**src/rtl/clk_sel_ctrl.sv**
```systemverilog
// -----------------------------------------------------------------------------
// clk_sel_ctrl
//   Sequencer for the 2-bit select of a glitch-free 4:1 clock mux tree. It
//   runs on the always-on reference clock, which is mux source 0.
//   A request is accepted over a valid/ready handshake. The sequencer waits
//   for the target source to report lock, then drives the new select. It
//   accepts no further requests until the mux tree has settled.
//
//   Optional feature: define CLK_SEL_FAILSAFE_EN to enable failsafe fallback.
//   If the active non-reference source loses lock while IDLE or SETTLE, the
//   select falls back to source 0 and a settle period starts. This settle
//   produces no done_o.
//
// Ports
//   clk_i        in   always-on reference clock (mux source 0)
//   arst_i       in   asynchronous reset, active-high
//   req_valid_i  in   switch request valid
//   req_sel_i    in   [1:0] requested source index
//   req_ready_o  out  high only in IDLE (and no failsafe trip this cycle)
//   lock_i       in   [3:0] per-source lock, asynchronous; bit 0 ignored
//   sel_o        out  [1:0] registered select to the mux tree
//   busy_o       out  high in any state other than IDLE
//   done_o       out  1-cycle pulse: request completed
//   err_o        out  1-cycle pulse: lock timeout, request dropped
//   fail_o       out  1-cycle pulse: failsafe fallback taken
// -----------------------------------------------------------------------------
module clk_sel_ctrl #(
    parameter int SETTLE_CYCLES = 16,
    parameter int LOCK_TIMEOUT  = 255,
    parameter int RESET_SEL     = 0
) (
    input  logic       clk_i,
    input  logic       arst_i,
    input  logic       req_valid_i,
    input  logic [1:0] req_sel_i,
    output logic       req_ready_o,
    input  logic [3:0] lock_i,
    output logic [1:0] sel_o,
    output logic       busy_o,
    output logic       done_o,
    output logic       err_o,
    output logic       fail_o
);

    // One counter is shared between the timeout and settle phases; they are
    // never active together. It only needs to reach (max - 1).
    localparam int CNT_MAX = (SETTLE_CYCLES > LOCK_TIMEOUT) ? SETTLE_CYCLES : LOCK_TIMEOUT;
    localparam int CNT_W   = (CNT_MAX > 1) ? $clog2(CNT_MAX) : 1;
    localparam logic [CNT_W-1:0] SETTLE_LAST = CNT_W'(SETTLE_CYCLES - 1);
    localparam logic [CNT_W-1:0] TO_LAST     = CNT_W'(LOCK_TIMEOUT - 1);
    localparam logic [1:0]       SEL_RST     = 2'(RESET_SEL);

    typedef enum logic [1:0] {
        IDLE      = 2'd0,
        WAIT_LOCK = 2'd1,
        SWITCH    = 2'd2,
        SETTLE    = 2'd3
    } state_t;

    state_t           state_reg, state_next;
    logic [CNT_W-1:0] cnt_reg, cnt_next;
    logic [1:0]       sel_reg, sel_next;
    logic [1:0]       tgt_reg, tgt_next;
    logic             done_reg, done_next;
    logic             err_reg, err_next;
    logic             fail_reg, fail_next;
    logic             fs_settle_reg, fs_settle_next;   // current settle came from failsafe
    logic [3:0]       lock_s;
    logic             fs_trip;
    logic             transfer;
    logic             unused_lock0;

    // The reference source is always running, so its lock input is not used.
    assign unused_lock0 = lock_i[0];
    assign lock_s[0]    = 1'b1;

    // Two-flop synchronizers for the lock inputs of sources 1..3.
    genvar gi;
    generate
        for (gi = 1; gi < 4; gi++) begin : g_sync
            logic s1_reg, s2_reg;
            always_ff @(posedge clk_i or posedge arst_i) begin
                if (arst_i) begin
                    s1_reg <= 1'b0;
                    s2_reg <= 1'b0;
                end else begin
                    s1_reg <= lock_i[gi];
                    s2_reg <= s1_reg;
                end
            end
            assign lock_s[gi] = s2_reg;
        end
    endgenerate

`ifdef CLK_SEL_FAILSAFE_EN
    // Lost lock on the active non-reference source. Gate with reset so the
    // handshake reads ready while reset is held.
    assign fs_trip = ~arst_i & ((state_reg == IDLE) || (state_reg == SETTLE)) &
                     (sel_reg != 2'd0) & ~lock_s[sel_reg];
`else
    assign fs_trip = 1'b0;
`endif

    assign req_ready_o = (state_reg == IDLE) & ~fs_trip;
    assign transfer    = req_valid_i & req_ready_o;
    assign busy_o      = (state_reg != IDLE);
    assign sel_o       = sel_reg;
    assign done_o      = done_reg;
    assign err_o       = err_reg;
    assign fail_o      = fail_reg;

    always_ff @(posedge clk_i or posedge arst_i) begin
        if (arst_i) begin
            state_reg     <= IDLE;
            cnt_reg       <= '0;
            sel_reg       <= SEL_RST;
            tgt_reg       <= SEL_RST;
            done_reg      <= 1'b0;
            err_reg       <= 1'b0;
            fail_reg      <= 1'b0;
            fs_settle_reg <= 1'b0;
        end else begin
            state_reg     <= state_next;
            cnt_reg       <= cnt_next;
            sel_reg       <= sel_next;
            tgt_reg       <= tgt_next;
            done_reg      <= done_next;
            err_reg       <= err_next;
            fail_reg      <= fail_next;
            fs_settle_reg <= fs_settle_next;
        end
    end

    always_comb begin
        state_next     = state_reg;
        cnt_next       = cnt_reg;
        sel_next       = sel_reg;
        tgt_next       = tgt_reg;
        done_next      = 1'b0;
        err_next       = 1'b0;
        fail_next      = 1'b0;
        fs_settle_next = fs_settle_reg;

        case (state_reg)
            IDLE: begin
                if (fs_trip) begin
                    sel_next       = 2'd0;
                    fail_next      = 1'b1;
                    cnt_next       = '0;
                    fs_settle_next = 1'b1;
                    state_next     = SETTLE;
                end else if (transfer) begin
                    tgt_next = req_sel_i;
                    if (req_sel_i == sel_reg) begin
                        // Already on the requested source: complete at once.
                        done_next = 1'b1;
                    end else begin
                        cnt_next   = '0;
                        state_next = WAIT_LOCK;
                    end
                end
            end
            WAIT_LOCK: begin
                if (lock_s[tgt_reg]) begin
                    state_next = SWITCH;
                end else if (cnt_reg == TO_LAST) begin
                    err_next   = 1'b1;
                    state_next = IDLE;
                end else if (cnt_reg != '1) begin
                    cnt_next = cnt_reg + 1'b1;
                end
            end
            SWITCH: begin
                sel_next       = tgt_reg;
                cnt_next       = '0;
                fs_settle_next = 1'b0;
                state_next     = SETTLE;
            end
            SETTLE: begin
                if (fs_trip) begin
                    sel_next       = 2'd0;
                    fail_next      = 1'b1;
                    cnt_next       = '0;
                    fs_settle_next = 1'b1;
                end else if (cnt_reg == SETTLE_LAST) begin
                    done_next      = ~fs_settle_reg;
                    fs_settle_next = 1'b0;
                    state_next     = IDLE;
                end else if (cnt_reg != '1) begin
                    cnt_next = cnt_reg + 1'b1;
                end
            end
            default: state_next = IDLE;
        endcase
    end

endmodule

```
**config.mk**
```make
export PLATFORM = sky130hd
export DESIGN_NAME = clk_sel_ctrl
export DESIGN_NICKNAME = d
export VERILOG_FILES = /design/src/rtl/clk_sel_ctrl.sv
export SDC_FILE = /design/constraint.sdc
export NUM_CORES = 1
export LEC_CHECK = 0
export ABC_AREA = 1
export CAP_MARGIN = 10
export CORE_MARGIN = 10
export CORE_UTILIZATION = 49
export CTS_BUF_LIST = sky130_fd_sc_hd__clkbuf_16
export CTS_CLUSTER_SIZE = 30
export DETAILED_ROUTE_END_ITERATION = 10
export PLACE_DENSITY = 0.72
export SYNTH_ARGS = -nofsm -noshare
export SYNTH_HDL_FRONTEND = slang
export SYNTH_SLANG_ARGS = --single-unit
```
**constraint.sdc**
```tcl
create_clock -name clk_i -period 1.5 [get_ports clk_i]
set_clock_uncertainty 0.1 [all_clocks]
set_input_delay 0.3 -clock clk_i [delete_from_list [all_inputs] [get_ports clk_i]]
set_output_delay 0.3 -clock clk_i [all_outputs]
set_load 0.02 [all_outputs]
```
-- After elaboration in Yosys (flattened, before gate mapping)
Cells that the tools add are included.
- flip-flop bits (word level): 23
- input port bits: 9
- output and inout port bits: 7
- $add $sub $neg: 1
- magnitude comparators: 1
- equality and inequality tests: 14
- multiplexer cells: 24
- bitwise logic cells: 2
- reductions and logical operators: 7
- operator list (cell ; count):
    $mux 8 ; 6
    $pmux 8 s4 ; 1
    $mux 2 ; 5
    $ne 2x2->1 const B ; 5
    $add 8x1->8 const B ; 1
    $eq 8x4->1 const B ; 1
    $eq 8x8->1 const B ; 1
    $mux 1 ; 8
    $ne 8x8->1 const B ; 1
    $pmux 2 s4 ; 1
    $reduce_and 5->1 ; 1
    $eq 2x2->1 const B ; 2
    $pmux 1 s2 ; 2
    $reduce_and 2->1 ; 2
    $reduce_and 4->1 ; 1
    $reduce_bool 2->1 ; 2
    $lt 2x3->1 const B ; 1
    $ne 3x3->1 const B ; 1
    $bmux 1 s2 ; 1
    $eq 2x1->1 const B ; 1
    $eq 2x2->1 ; 1
    $logic_not 2->1 ; 1
    $ne 2x1->1 const B ; 1
    $and 1x1->1 ; 1
    $not 1->1 ; 1

-- Logic depth before layout (Yosys ltp)
- word-level depth: 5
- depth in mapped cells: 10
- gate-level depth less buffers: 10

-- Least setup slack after synthesis
OpenSTA, ideal clock, no wires.
- path kind: reg-to-reg
- start point: reg state_reg[0]
- end point: reg cnt_reg[4]
- library setup time: 0.065 ns
- arrival time: 1.666 ns
- required time: 1.335 ns
- setup slack: -0.330 ns
- cell stages (with the launch flop): 10
- path buffers: 0
- clock period less this slack: 1.830 ns
- cells stage by stage: dfrtp_1 > inv_1 > ha_1 > inv_1 > or2_2 > nand2_1 > nor2_2 > nand2_4 > nand2_1 > nand2_1
- cells in the longest elaborated chain, start to end: 4
- ends and longest elaborated chain (element ; RTL line ; text):
    from (decl) ; 60 ; state_t state_reg, state_next;
    from (signal assigned) ; 123 ; state_reg <= state_next;
    $logic_not 2->1 * ; 104 ; assign req_ready_o = (state_reg == IDLE) & ~fs_trip;
    via req_ready_o ; 36 ; output logic req_ready_o,
    $and 1x1->1 ; 105 ; assign transfer = req_valid_i & req_ready_o;
    $ne 2x1->1 (no line) ; -- ;
    $reduce_and 5->1 (no line) ; -- ;
    to (signal assigned) ; 124 ; cnt_reg <= cnt_next;
    to (decl) ; 61 ; logic [CNT_W-1:0] cnt_reg, cnt_next;
The timed path passes the listed nets; every way through them passes the cells marked *.
A chain may end at the register's enable or synchronous reset.

==> metrics <==
critical path's slowest cell dfrtp_1; Clk pwr share 22.3%; diodes inserted 0; Syn Inst Count 161; RR Endpoint cnt_reg[6]; antenna violations before repair 0; dpl ws -0.3422 ns; nets 219; placed insts 222; clock sinks 22; Max-Cap Viols 0; Final min period 1.609 ns; Critical Path Max Stage Delay 0.36 ns; Seq cells post-synth 22; CTS tree done; Starting Density 50.91%; clock-pin slew on the worst setup and hold paths 0.06 ns; critical path class reg -> reg; DRC 0; LEAKAGE 0.9884 nW; Critical Path, Cell by Cell inv_2 -> buf_6 -> ha_4 -> inv_4 -> nand2_4 -> nand4_4 -> nand3_4 -> nor2_4 -> nand2_2 -> nand2_2; final-report max-slew violation count 0; Reg area 550.5 um^2; syn nets 177; post-synthesis sequential area ratio 43.65%; endpoints failing setup 8; final core occ 77.37%; I/O Buffers 13; ratio of cells with drive above 1 in the final layout 40.59%; WP data required 1.59 ns; largest net degree at the start of global routing 23; GRT Total Usage 12.94%; pwr/cell area 1721 nW/um^2; Crit Path Max Fanout 8; VDD IR max 1.121 mV; period utilization 107.3%; Die ar. 5003 um^2; ys async rst share 100.0%; DRT Pass-1 Iters 4; first-pass GRT wire length 5.388 mm; vias per cell 4.853; num rows 18; Starting DRT DRC Count 38; Sw Pwr 1.298 mW; routed via count 1,126; Hold Vio Cnt, Final 0; ANT nets after route 0; number of synthesized flops with an enable pin 0; Max Clk Rate 621.3 MHz; Total Power 3.300 mW; worst min-delay path category reg -> reg; startpoint types flip-flop; setup slack, reg-to-reg -0.11 ns; Multi-input gate area 810.8 um^2; library cells used by synthesis 24; Die Height 70.74 um; combinational share of power 53.3%; setup total negative slack -0.6841 ns; failing checks setup timing; Worst EP arrival 1.70 ns; Syn-to-layout area delta 51.98%; Clock Tree Buf Depth 2; Worst-Skew Late Latency 0.25 ns; Ys Warns 0; most frequent cell after synthesis nand2_1; num ports 16; Yosys top cell area share 43.65%; most frequent cells after synthesis nand2_1 (52), dfrtp_1 (22), inv_1 (18); max reg flops 8; Die Width 70.74 um; outcome finished, violations left; number of global-route vias before repair 1,171; Avg Inst Size Synth 7.834 um^2; sw frac 39.35%; HPWL Detailed 2.190 mm; R2R depth 10; Layout Cells excl Fill 232; Worst setup endpoint cnt_reg[6]; fill count 168; P_int 2.001 mW; grt ovf 0; RSZ-0062 raised after global routing yes; gpl congestion 0.8656; most used cell, CP nand2_2; worst hold stages 0; H-tree levels 1; Synth area leaders dfrtp_1 (44%), nand2_1 (15%), ha_1 (6.9%); routed wire length per instance 14.45 um; Core Region 2477 um^2; Root Buffer clkbuf_16; top_reg_cell synth dfrtp_1; Num CTS Buffers 3; DRT Wirelength 3.352 mm; kind of end point of the critical path flip-flop; cell taking the most area after synthesis dfrtp_1; Cell Area, Synth 1261 um^2; setup ws final -0.1094 ns; Sequential Power Share 24.4%
-- metrics by stage --
stage | hold slack (ns) | cell area [um^2]
final | 0.2477 | 1917
after global placement | 0.2321 | 1589
after CTS | 0.2493 | 1818
after detailed placement | 0.2355 | 1589
after global routing | 0.2538 | 1917
after floorplan | 0.1892 | 1286
-- per-layer routing --
metal,track usage (%),part of all wire [%],up-vias
li1,-,-,576
met1,14.53,41,526
met2,22.95,55,20
met3,3.487,3.5,4
met4,4.301,1.1,0
met5,0,0,-
-- power groups by stage --
stage | clock (mW) | sequential, mW | combinational [mW]
floorplan | 0 | 0.843 | 0.791
CTS | 0.750 | 0.798 | 1.64
detailed placement | 0 | 0.808 | 1.43
finish | 0.735 | 0.805 | 1.76
global route | 0.776 | 0.813 | 1.93
global placement | 0 | 0.800 | 1.35
-- worst min-delay path by stage --
stage,end,slack (ns),from
final,g_sync[3].s2_reg,0.25,g_sync[3].s1_reg
after global routing,g_sync[3].s2_reg,0.25,g_sync[3].s1_reg
after CTS,g_sync[3].s2_reg,0.25,g_sync[3].s1_reg
after detailed placement,g_sync[3].s2_reg,0.24,g_sync[3].s1_reg
after global placement,g_sync[1].s2_reg,0.23,g_sync[1].s1_reg
after floorplan,async pin,0.19,arst_i
-- final cells by class --
type                            count  share of cell area [%]
Clock inverter                      1                   1.567
Inverter                           21                   4.373
Sequential cell                    22                   28.72
Timing Repair Buffer               38                   17.17
Multi-Input combinational cell    117                   42.30
Tap cell                           30                   1.958
Clock buffer                        3                   3.916
-- cell families (layout without fill, tap and decap cells) --
kind of cell	after synthesis	count (layout)	synth area share, %
AO/OA/AOI/OAI	9	9	3.571
XOR/XNOR	4	4	2.778
adder cells (fa/ha/maj)	7	7	6.944
buffers and inverters	22	63	6.845
flip-flops	22	22	43.65
other	1	1	0.2973
AND/OR/NAND/NOR	96	96	35.91
-- critical path: cells and delay by family, from the launching register on --
| family | cells | cell delay, ns |
|---|---|---|
| DFF | 1 | 0.36 |
| and+or+nand+nor | 6 | 0.67 |
| adders and majority gates | 1 | 0.17 |
| buffers and inverters | 3 | 0.25 |
-- layout by cell type, fill, tap and decap left out, drive strengths merged --
master and n:
nor3 3, a21oi 4, nand3 8, conb 1
clkbuf 3, or2 1, dfrtp 22, nor3b 2
nand2 57, buf 27, xnor2 2, nor2 22
dlymetal6s2s 2, dlygate4sd2 4, clkdlybuf4s50 5, nand4 3
ha 7, bufinv 1, inv 21, o21ai 5
xor2 2
-- timing repair --
item / CTS / global route
setup endpoints to repair: 15 / 13
setup buffers: 4 / 3
gates resized for setup: 37 / 26
gates cloned: 0 / 0
hold buffers: 0 / 0
pin swaps: 12 / 12
No activity file was read; power rests on OpenSTA's default activity.
